[src/rtl/btn_pkg.sv]
`default_nettype none
// ============================================================================
// Module   : btn_pkg
// Purpose  : Shared state encoding and 100 MHz timing defaults for button
//            conditioning blocks.
// Revision : 1.0
// ============================================================================
package btn_pkg;

  typedef enum logic [2:0] {
    ST_IDLE       = 3'd0,
    ST_PRESS_WAIT = 3'd1,
    ST_HELD       = 3'd2,
    ST_REPEAT     = 3'd3,
    ST_REL_WAIT   = 3'd4
  } btn_state_e;

  // 10 ms debounce, 500 ms first repeat, 100 ms repeat period at 100 MHz
  localparam int c_DEBOUNCE_CYCLES      = 1_000_000;
  localparam int c_REPEAT_DELAY_CYCLES  = 50_000_000;
  localparam int c_REPEAT_PERIOD_CYCLES = 10_000_000;

  function automatic int max3(input int a, input int b, input int c);
    int m;
    m = (a > b) ? a : b;
    return (m > c) ? m : c;
  endfunction

endpackage
`default_nettype wire

[src/rtl/sync_2ff.sv]
`default_nettype none
// ============================================================================
// Module   : sync_2ff
// Purpose  : 1-bit two-flop synchronizer for asynchronous board inputs.
// Revision : 1.0
// ============================================================================
module sync_2ff (
  input  logic clk,
  input  logic reset,
  input  logic i_d,
  output logic o_q
);

  logic r_meta;
  logic r_sync;

  always_ff @(posedge clk) begin
    if (reset) begin
      r_meta <= 1'b0;
      r_sync <= 1'b0;
    end else begin
      r_meta <= i_d;
      r_sync <= r_meta;
    end
  end

  assign o_q = r_sync;

endmodule
`default_nettype wire

[src/rtl/button_debounce_pulse.sv]
`default_nettype none
// ============================================================================
// Module   : button_debounce_pulse
// Purpose  : Debounces a raw push button into a clean level plus one-cycle
//            press/release strobes, with optional auto-repeat while held.
// Revision : 1.0
// ============================================================================
module button_debounce_pulse
  import btn_pkg::*;
#(
  parameter int DEBOUNCE_CYCLES      = c_DEBOUNCE_CYCLES,
  parameter bit REPEAT_EN            = 1'b1,
  parameter int REPEAT_DELAY_CYCLES  = c_REPEAT_DELAY_CYCLES,
  parameter int REPEAT_PERIOD_CYCLES = c_REPEAT_PERIOD_CYCLES
) (
  input  logic clk,
  input  logic reset,
  input  logic btn_in,
  output logic btn_level,
  output logic btn_pulse,
  output logic btn_release,
  output logic repeat_active
);

  localparam int CNT_W = $clog2(max3(DEBOUNCE_CYCLES, REPEAT_DELAY_CYCLES,
                                     REPEAT_PERIOD_CYCLES));
  localparam logic [CNT_W-1:0] c_DEB_LAST = CNT_W'(DEBOUNCE_CYCLES - 1);
  localparam logic [CNT_W-1:0] c_DLY_LAST = CNT_W'(REPEAT_DELAY_CYCLES - 1);
  localparam logic [CNT_W-1:0] c_PER_LAST = CNT_W'(REPEAT_PERIOD_CYCLES - 1);

  logic             w_s;
  btn_state_e       r_state;
  logic [CNT_W-1:0] r_cnt;
  logic             r_level;
  logic             r_pulse;
  logic             r_release;
  logic             r_active;

  sync_2ff u_sync (
    .clk   (clk),
    .reset (reset),
    .i_d   (btn_in),
    .o_q   (w_s)
  );

  always_ff @(posedge clk) begin
    if (reset) begin
      r_state   <= ST_IDLE;
      r_cnt     <= '0;
      r_level   <= 1'b0;
      r_pulse   <= 1'b0;
      r_release <= 1'b0;
      r_active  <= 1'b0;
    end else begin
      r_pulse   <= 1'b0;
      r_release <= 1'b0;
      case (r_state)
        ST_IDLE: begin
          if (w_s) begin
            r_state <= ST_PRESS_WAIT;
            r_cnt   <= '0;
          end
        end
        ST_PRESS_WAIT: begin
          if (!w_s) begin
            r_state <= ST_IDLE;
            r_cnt   <= '0;
          end else if (r_cnt == c_DEB_LAST) begin
            r_state <= ST_HELD;
            r_cnt   <= '0;
            r_pulse <= 1'b1;
            r_level <= 1'b1;
          end else begin
            r_cnt <= r_cnt + 1'b1;
          end
        end
        ST_HELD: begin
          if (!w_s) begin
            r_state <= ST_REL_WAIT;
            r_cnt   <= '0;
          end else if (REPEAT_EN && (r_cnt == c_DLY_LAST)) begin
            r_state  <= ST_REPEAT;
            r_cnt    <= '0;
            r_pulse  <= 1'b1;
            r_active <= 1'b1;
          end else if (REPEAT_EN) begin
            r_cnt <= r_cnt + 1'b1;
          end
        end
        ST_REPEAT: begin
          if (!w_s) begin
            r_state  <= ST_REL_WAIT;
            r_cnt    <= '0;
            r_active <= 1'b0;
          end else if (r_cnt == c_PER_LAST) begin
            r_cnt   <= '0;
            r_pulse <= 1'b1;
          end else begin
            r_cnt <= r_cnt + 1'b1;
          end
        end
        ST_REL_WAIT: begin
          // A bounce back to 1 re-arms the full repeat delay
          if (w_s) begin
            r_state <= ST_HELD;
            r_cnt   <= '0;
          end else if (r_cnt == c_DEB_LAST) begin
            r_state   <= ST_IDLE;
            r_cnt     <= '0;
            r_level   <= 1'b0;
            r_release <= 1'b1;
          end else begin
            r_cnt <= r_cnt + 1'b1;
          end
        end
        default: begin
          r_state <= ST_IDLE;
          r_cnt   <= '0;
        end
      endcase
    end
  end

  assign btn_level     = r_level;
  assign btn_pulse     = r_pulse;
  assign btn_release   = r_release;
  assign repeat_active = r_active;

endmodule
`default_nettype wire
[config.mk]
export PLATFORM = sky130hd
export DESIGN_NAME = button_debounce_pulse
export DESIGN_NICKNAME = d
export VERILOG_FILES = /design/src/rtl/btn_pkg.sv /design/src/rtl/sync_2ff.sv /design/src/rtl/button_debounce_pulse.sv
export SDC_FILE = /design/constraint.sdc
export NUM_CORES = 1
export LEC_CHECK = 0
export CORE_MARGIN = 8
export CORE_UTILIZATION = 50
export DETAILED_ROUTE_END_ITERATION = 12
export GPL_TIMING_DRIVEN = 0
export HOLD_SLACK_MARGIN = 0.02
export PLACE_DENSITY = 0.65
export SLEW_MARGIN = 20
export SYNTH_ARGS = -nofsm -noshare
export SYNTH_HDL_FRONTEND = slang
export SYNTH_SLANG_ARGS = --single-unit
[constraint.sdc]
create_clock -name clk -period 4.6 [get_ports clk]
set_clock_uncertainty 0.1 [all_clocks]
set_input_delay 0.92 -clock clk [delete_from_list [all_inputs] [get_ports clk]]
set_output_delay 0.92 -clock clk [all_outputs]
set_load 0.005 [all_outputs]
### Yosys cells after proc, flatten, opt, wreduce, memory -nomap -nowiden

Index checks and enable logic that the tools add are counted.

* bits in registers: 35
* bits of input ports: 3
* logic and storage cells: 69

* $add $sub $neg: 1
* equality and inequality tests: 18
* multiplexer cells: 34
* bitwise gates (word level): 1
* reductions and logical operators: 7

Operators with widths (number)
* $mux W26: 8
* $pmux W26 S5: 1
* $add A26 B1 Y26 const B: 1
* $eq A26 B20 Y1 const B: 1
* $eq A26 B24 Y1 const B: 1
* $eq A26 B26 Y1 const B: 1
* $mux W3: 8
* $pmux W3 S5: 1
* $mux W1: 13
* $ne A2 B2 Y1 const B: 5
* $reduce_and A5 Y1: 2
* $eq A3 B2 Y1 const B: 2
* $ne A2 B1 Y1 const B: 3
* $ne A3 B3 Y1 const B: 2
* $pmux W1 S2: 2
* $reduce_and A4 Y1: 1
* $reduce_bool A2 Y1: 2
* $eq A3 B1 Y1 const B: 1
* $eq A3 B3 Y1 const B: 1
* $logic_not A3 Y1: 1
* $ne A3 B2 Y1 const B: 1
* $pmux W1 S3: 1
* $reduce_or A3 Y1: 1
* $not A1 Y1: 1

### Logic depth before layout (Yosys ltp)

Gate-level depths: netlist of run 1.

* depth in word-level cells: 4
* mapped depth: 8
* depth with buffers taken out: 7

### Cells and area by module

Synthesis of run 1 repeated with hierarchy kept, for this count alone.

* cells, all modules: 245
* area total of the unflattened synthesis: 1990.7 µm²

Modules (own cells, without submodules)
* button_debounce_pulse: instances 1, cells an instance 241, area an instance 1938.1 µm², seq. area each 660.6 µm²
* sync_2ff: instances 1, cells an instance 4, area an instance 52.6 µm², seq. area each 40.0 µm²

### Worst setup path before layout of run 1

Ideal clock, no wire load.

* path type: register to register
* from: register r_cnt[7]
* to: register r_cnt[11]
* arrival time: 2.079 ns
* data required time: 4.368 ns
* setup slack: 2.289 ns
* cell stages (with the launch flop): 8
* cells stage by stage: dfxtp_1 -> or4_1 -> or4_4 -> nand2_1 -> o21ai_2 -> buf_6 -> a211oi_1 -> nor3_1

* longest elaborated chain between the ends: 4
* elaborated cells on any way between the ends: 12

RTL lines
* start: declaration: RTL line button_debounce_pulse.sv:33 `logic [CNT_W-1:0] r_cnt;`
* start signal: assignment: RTL line button_debounce_pulse.sv:74 `r_cnt <= r_cnt + 1'b1;`
* start signal: assignment: RTL line button_debounce_pulse.sv:87 `r_cnt <= r_cnt + 1'b1;`
* start signal: assignment: RTL line button_debounce_pulse.sv:99 `r_cnt <= r_cnt + 1'b1;`
* $add A26 B1 Y26, or another cell as far along
* $mux W26 (on tied branches) (2 in a row)
* $pmux W26 S5 (*): RTL line button_debounce_pulse.sv:57 `case (r_state)`

Mark *: on every way between the ends. The rest lies on a longest branch, timed or not.
A chain may end at the register's enable or synchronous reset.

### Worst setup path after layout of run 1

* from: register r_cnt[0]
* to: register r_cnt[17]

Same word-level chain as after synthesis.

==> results of run 1 <==
logic make-up (layout without fill, tap and decap cells):
group	Yosys count	in the layout	synth area share (%)
muxes	11	11	5.093
and+or+nand+nor	148	148	37.73
DFF	35	35	32.41
AOI/OAI and AO/OA	50	50	17.36
adders and majority gates	1	1	0.5786
xor gates and xnor gates	3	3	1.215
buffers and inverters	23	37	5.614
state kept, by name (all words and copies together) (netlist names):
| name | flops |
|---|---|
| r_cnt | 26 |
| btn_release | 1 |
| btn_pulse | 1 |
| btn_level | 1 |
| u_sync.o_q | 1 |
| u_sync.r_meta | 1 |
| repeat_active | 1 |
| r_state | 3 |
layout make-up:
class                           instances  area, um^2  share of cell area [%]
Buffer                                 18       102.6                   4.286
Clock buffer                            8       100.1                   4.182
Inverter                                5       18.77                  0.7841
Multi-Input combinational cell        213        1346                   56.25
Sequential cell                        35       700.7                   29.27
Tap cell                               52       65.06                   2.718
Timing Repair Buffer                    6       60.06                   2.509
cell usage after synthesis, drive strengths merged (2+ instances only):
library cell | instances | share of area (%)
nand4bb | 2 | 1.0
a21oi | 10 | 2.3
dfxtp | 35 | 32
o31ai | 7 | 2.4
a211oi | 9 | 3.1
buf | 8 | 3.0
nand3 | 14 | 3.5
nand2b | 3 | 0.87
and3 | 3 | 0.87
or4 | 9 | 3.5
and4 | 2 | 0.81
nand4 | 12 | 3.5
xnor2 | 2 | 0.81
a22oi | 2 | 0.69
nor4b | 2 | 0.81
nor2 | 22 | 3.8
nor3 | 18 | 4.7
nor4 | 9 | 2.6
nor2b | 3 | 0.87
or3b | 2 | 0.81
inv | 5 | 0.87
a31oi | 5 | 1.4
nand2 | 37 | 6.5
mux2i | 11 | 5.1
clkbuf | 10 | 1.7
nand3b | 4 | 1.4
a32o | 2 | 0.93
o21ai | 9 | 2.4
metal layers:
metal,GRT usage [%],vias to the layer above
li1,-,1040
met1,22.98,981
met2,29.12,71
met3,3.501,15
met4,7.719,0
met5,0,-
worst paths after layout:
kind,cells past startpoint,slack (ns),from,end
max,7,1.98,r_cnt[0],r_cnt[17]
min,1,0.34,u_sync.r_meta,u_sync.o_q
max reg2reg,7,1.98,r_cnt[0],r_cnt[17]
min reg2reg,1,0.34,u_sync.r_meta,u_sync.o_q
power by group:
group	internal, mW	total, mW	switching, mW
clock	0.137	0.250	0.113
combinational	0.00602	0.0242	0.0182
sequential	0.304	0.305	0.000594
total	0.447	0.578	0.132
worst max-delay path, delay by kind of cell (launching register included):
family | cells | cell delay, ns
compound gates | 2 | 0.53
simple gates | 3 | 0.99
buf+inv | 1 | 0.24
fa+ha+maj | 1 | 0.24
flops | 1 | 0.39
metrics by stage:
step           util, %  instance area (um^2)  std cells
2_1_floorplan        -                  2162        271
3_3_place_gp     53.64                  2287        329
3_5_place_dp     53.79                  2293        329
4_1_cts          56.13                  2394        337
5_1_grt          56.13                  2394        337
6_report         56.13                  2394        337
==> metrics, run 1 <==
status complete, no violations; f_max 0.3812 GHz; critical path, cell by cell ha_1 > nand3_1 > nor3_1 > o21ai_2 > buf_6 > a211oi_1 > nor3_1; Die H 81.76 um; num rows 24; CP max stage cell nor3_1; Req. time, crit path around 4.7 ns; CTS Buf Count 5; Crit Path Class reg -> reg; hold buffer count at CTS 0; GP Congestion 0.9086; Wirelength per Cell 16.81 um; max layer used met4; final hold violation count 0; later-pin clock latency in the skew report slightly below 0.3 ns; Pre-antenna DRT Iters 5; DR iter-0 viols between 150 and 200; Crit. End Element register; antenna-violating nets left 0; final WL around 5700 um; final worst slack 1.977 ns; RSZ-0062 raised after global routing false; Power, Total 0.5783 mW; Sink Count 35; Worst-path clk slew 0.07 ns; Vias approximately 2100; commonest cells after routing, fill and taps aside nand2_1 (36), dfxtp_1 (35), nor2_1 (22), nor3_1 (17), nand3_1 (13); filler cell count between 400 and 500; first-pass GRT wire length 9418 um; PwrDens 241.6 nW/um^2; worst relative slew slack 36.84%; die area 6685 um^2; Hold WS 0.3408 ns; vias in the first global route 1930; Clock Path Buffers 2; MaxCap Viol Count 0; minimum clock period approximately 2.6 ns; EDFF count, synth 0; layout cell share with drive strength beyond 1 9.825%; post-synth cell types 48; port bufs 6; wl on met1 2615 um; met2 routed WL between 2000 and 3000 um; crit share post-route 57.03%; setup violators final 0; post-CTS setup buffers 0; detailed placement HPWL approximately 4100 um; HP Class reg -> reg; P_leak 0.7714 nW; Synth Instances 271; async set-reset flop share out of synthesis 0%; Initial Utilization 50.70%; Synth Flop Type dfxtp_1; post-synthesis cell area 2162 um^2; FF+latch count, synth 35; largest net degree at the start of global routing 11; pre-CTS setup slack between 2 and 2.5 ns; syn_area_per_cell around 8 um^2; startpoint types register; DR WL met3 319 um; post-synthesis sequential area ratio between 30% and 40%; CP Max Fanout 10; CTS resizes 0; DRC 0; Total GRT Usage 18.08%; I/O pins 7; Core Footprint 4264 um^2; grt ovf 0; detail-routed via count per cell 6.252; Syn Nets approximately 280; most common cell after layout, fill and taps aside nand2_1; max-slew violations 0; H-Tree Level Count 2; CP max stage delay 0.68 ns; root buffer cell clkbuf_8; layout net count 288; setup TNS 0 ns; CP arrival 2.68 ns; Least-Margin Pin Slew 0.9396 ns; initial antenna violation count 0; Peak VDD IR 0.1143 mV; Die Wd 81.76 um; YS warnings 0; TritonCTS clock tree built; Ant. Diodes 0; cell mode on critical path nor3_1; Area Overhead vs Synth 10.71%
Note: power is estimated with default switching activity, not from simulation.
==> inputs of run 2 (changes only) <==
==> constraint.sdc (replaced) <==
create_clock -name clk -period 2.7 [get_ports clk]
set_clock_uncertainty 0.1 [all_clocks]
set_input_delay 0.54 -clock clk [delete_from_list [all_inputs] [get_ports clk]]
set_output_delay 0.54 -clock clk [all_outputs]
set_load 0.005 [all_outputs]
==> metrics, run 2 (synthesis results as in run 1) <==
max-slew violations 0; GP Congestion approximately 0.9; num rows 24; Seq pwr share between 50 and 60%; hold-critical path depth 1; Core Footprint 4264 um^2; Crit. End Element register; Area Overhead vs Synth 11.98%; post-CTS setup buffers 0; layout net count 288; RSZ-0062 raised after global routing false; crit share post-route ~94%; detailed placement HPWL 4107 um; Req. time, crit path between 2 and 3 ns; final hold violation count 0; DRC 0; largest net degree at the start of global routing 11; Crit Path Class reg -> reg; hold endpoint u_sync.o_q; Reg2Reg Setup Slack 0.17 ns; Wirelength per Cell 16.91 um; Sw Ratio ~23%; clock power share 43.3%; layout cell share with drive strength beyond 1 10.53%; post-placement cell count 329; Vias roughly 2100; CTS Buf Count 5; P_leak 0.7715 nW; hold buffer count at CTS 0; most common cell after layout, fill and taps aside nand2_1; Least-Margin Pin Slew 0.9215 ns; setup violators final 0; H-Tree Level Count 2; DP Area 2293 um^2; HP Class reg -> reg; Total GRT Usage a little under a fifth; post-layout instance area between 2000 and 2500 um^2; Cell Int Power ~0.76 mW; die area 6685 um^2; Finished Layout Cells between 300 and 400; Reg-to-Reg Start r_cnt[7]; Combinational Power Share under 10%; MaxCap Viol Count 0; TritonCTS clock tree built; DR iter-0 viols 169; setup TNS 0 ns; status complete, no violations; R2R Path End r_cnt[11]; largest registers r_cnt: 26 flops, r_state: 3 flops; Ant. Diodes 0; port bufs 6; Power, Total just under 1 mW; grt ovf 0; Worst R2R Path Depth 7; later-pin clock latency in the skew report 0.29 ns; vias in the first global route around 1900; Pre-antenna DRT Iters 4; Die H 81.76 um; PwrDens 407.8 nW/um^2; Worst-path clk slew 0.07 ns; detail-routed via count per cell 6.223; minimum clock period between 2 and 3 ns; CP arrival 2.58 ns; Hold Path Origin u_sync.r_meta; antenna-violating nets left 0; f_max 0.3959 GHz; root buffer cell clkbuf_8; worst relative slew slack 38.06%; max reg flops 26; startpoint types register; first-pass GRT wire length 9418 um; I/O pins 7; Initial Utilization 50.70%; Peak VDD IR between 0.15 and 0.2 mV; commonest cells after routing, fill and taps aside nand2_1 (36), dfxtp_1 (35), nor2_1 (22), nor3_1 (16), nand3_1 (13); Largest Register r_cnt; Clock Path Buffers 2; CP Max Fanout 10; Die Wd 81.76 um; initial antenna violation count 0; final WL roughly 5700 um; filler cell count 430; Psw between 0.2 and 0.25 mW; Sink Count 35
[run 2: metal layers]
| metal | part of all wire (%) | routed length, um | global-route usage [%] | vias to the layer above |
|---|---|---|---|---|
| met4 | 2.4 | 138 | 7.719 | 0 |
| met3 | 6.1 | 345 | 3.501 | 13 |
| met1 | 46 | 2604 | 22.98 | 979 |
| met5 | 0 | 0 | 0 | - |
| met2 | 46 | 2609 | 29.12 | 60 |
| li1 | - | - | - | 1045 |
[run 2: cell type report]
cell class	instances	area [um^2]	share of cell area (%)
Multi-Input combinational cell	213	1374	56.74
Inverter	5	18.77	0.7752
Timing Repair Buffer	6	60.06	2.481
Buffer	18	102.6	4.238
Tap cell	52	65.06	2.687
Clock buffer	8	100.1	4.134
Sequential cell	35	700.7	28.94
[run 2: worst max-delay path: stages, from the launching register on]
cell	delay (ns)
dfxtp_1	0.39
or4_1	0.56
or4_4	0.60
nand2_1	0.13
o21ai_4	0.13
buf_6	0.19
a211oi_1	0.21
nor3_1	0.07
[run 2: worst max-delay path by stage]
stage	start	endpoint	slack, ns	depth (start not counted)
6_report	r_cnt[7]	r_cnt[11]	0.17	7
2_1_floorplan	r_cnt[7]	r_cnt[11]	0.39	7
3_5_place_dp	r_cnt[0]	r_cnt[19]	0.12	8
5_1_grt	r_cnt[0]	r_cnt[9]	0.01	8
4_1_cts	r_cnt[0]	r_cnt[19]	0.1	8
3_3_place_gp	r_state[0]	r_cnt[17]	-0.09	5
[run 2: power by group through the flow]
stage               Clock (mW)  Sequential [mW]  Combinational (mW)
finish                   0.428            0.519              0.0410
global route             0.451            0.519              0.0447
CTS                      0.435            0.519              0.0407
detailed placement           0            0.531              0.0405
global placement             0            0.531              0.0404
floorplan                    0            0.530              0.0243
[run 2: through the flow]
stage	setup WS [ns]	util (%)	hold slack, ns
3_3_place_gp	-0.09471	53.64	0.3322
2_1_floorplan	0.3892	-	0.3138
6_report	0.1742	56.78	0.3409
4_1_cts	0.09581	56.13	0.3502
3_5_place_dp	0.1173	53.79	0.3340
5_1_grt	0.01448	56.78	0.3664
[run 2: what timing repair did]
action                     in CTS  in global routing
hold endpoints to repair        0                  0
gates resized for setup         0                  5
setup endpoints to repair       0                 11
==> inputs of run 3 (changes only) <==
--- a/config.mk
+++ b/config.mk
@@ -5,9 +5,9 @@
 export SDC_FILE = /design/constraint.sdc
 export NUM_CORES = 1
 export LEC_CHECK = 0
-export CORE_MARGIN = 8
 export CORE_UTILIZATION = 50
 export DETAILED_ROUTE_END_ITERATION = 12
+export GPL_ROUTABILITY_DRIVEN = 0
 export GPL_TIMING_DRIVEN = 0
 export HOLD_SLACK_MARGIN = 0.02
 export PLACE_DENSITY = 0.65
==> metrics, run 3 (synthesis results as in run 1) <==
num rows 23; detail-routed via count per cell 6.251; Reg-to-Reg Start r_cnt[7]; later-pin clock latency in the skew report 0.29 ns; minimum clock period between 2 and 3 ns; layout cell share with drive strength beyond 1 11.76%; Die Wd 67.76 um; CTS Buf Count 5; area of the multi-input gates 1371 um^2; I/O pins 7; antenna-violating nets left 0; Ant. Diodes 0; Vias between 2000 and 2500; crit share post-route 96.13%; Worst R2R Path Depth 7; HP Class reg -> reg; setup TNS 0 ns; final WL 5742 um; Die H 67.76 um; root buffer cell clkbuf_8; largest registers r_cnt: 26 flops, r_state: 3 flops; Worst-path clk slew 0.08 ns; vias in the first global route 1940; TritonCTS clock tree built; post-layout instance area 2461 um^2; Crit. Startpoint r_cnt[7]; DR iter-0 viols between 100 and 150; detailed placement HPWL 3957 um; grt ovf 0; MaxCap Viol Count 0; Total GRT Usage 27.22%; worst relative slew slack 42.84%; Wirelength per Cell between 15 and 20 um; DRC 0; H-Tree Level Count 2; CP Max Fanout 9; P_leak 0.8024 nW; initial antenna violation count 0; Power, Total 1.061 mW; Crit Path Class reg -> reg; R2R Path End r_cnt[5]; die area 4591 um^2; end of the critical path r_cnt[5]; Peak VDD IR 0.3259 mV; max-slew violations 0; Area Overhead vs Synth 13.83%; final hold violation count 0; Clock Path Buffers 2; Core Footprint ~4100 um^2; port bufs 6; startpoint types register; largest net degree at the start of global routing 12; Sink Count 35; Least-Margin Pin Slew between 0.8 and 0.9 ns; PwrDens 431.1 nW/um^2; setup violators final 0; f_max 0.3853 GHz; DP Area 2291 um^2; CP arrival 2.65 ns; Crit. End Element register; status complete, no violations; Storage cell area 700.7 um^2; first-pass GRT wire length approximately 9000 um; Initial Utilization 52.91%; Reg2Reg Setup Slack 0.10 ns; commonest cells after routing, fill and taps aside nand2_1 (36), dfxtp_1 (35), nor2_1 (22), nor3_1 (16), nand3_1 (13); most common cell after layout, fill and taps aside nand2_1; Hold WS about 0.35 ns; Req. time, crit path roughly 2.8 ns; Largest Register r_cnt; filler cell count 385; layout net count 292; Pre-antenna DRT Iters 4; max reg flops 26
[run 3: worst min-delay path by stage]
stage / start / end / slack [ns] / depth (start not counted)
after global routing: u_sync.r_meta / u_sync.o_q / 0.38 / 1
after detailed placement: u_sync.r_meta / u_sync.o_q / 0.33 / 1
after floorplan: u_sync.r_meta / u_sync.o_q / 0.31 / 1
final: u_sync.r_meta / u_sync.o_q / 0.35 / 1
after CTS: repeat_active / repeat_active / 0.36 / 2
after global placement: u_sync.r_meta / u_sync.o_q / 0.34 / 1
[run 3: power breakdown]
group | switching [mW] | internal (mW)
clock | 0.201 | 0.299
combinational | 0.0318 | 0.0103
sequential | 0.00116 | 0.518
[run 3: critical path, cell delays in order (launching register included)]
cell and delay, ns:
dfxtp_1 0.40, or4_1 0.60, or4_4 0.61, nand2_1 0.13, o21ai_4 0.13, buf_2 0.21, a211oi_1 0.21, nor3_1 0.07
[run 3: what timing repair did]
| item | in CTS | in global routing |
|---|---|---|
| resized for setup | 0 | 4 |
| hold buffers | 0 | 0 |
| setup endpoints to repair | 0 | 13 |
| setup buffers | 0 | 3 |
[run 3: final cells by class]
type / count / share of cell area (%)
timing repair buffer: 10 / 3.559
clock buffer: 6 / 3.355
clock inverter: 2 / 1.423
buffer: 18 / 4.169
sequential: 35 / 28.47
inverter: 5 / 0.7626
tap: 50 / 2.542
multi-input combinational: 213 / 55.72
[run 3: per-stage QoR]
step,util [%],instances,setup WS [ns]
after floorplan,-,271,0.3892
after global placement,55.91,327,-0.04790
after detailed placement,56.06,327,0.08438
after CTS,58.94,335,0.07861
after global routing,60.23,339,-0.01958
final,60.23,339,0.1046
[run 3: metal layers]
metal  track usage (%)  wire, um
met2             42.82      2614
met1             36.27      2736
met5                 0         0
met4             11.17       115
met3             4.730       275
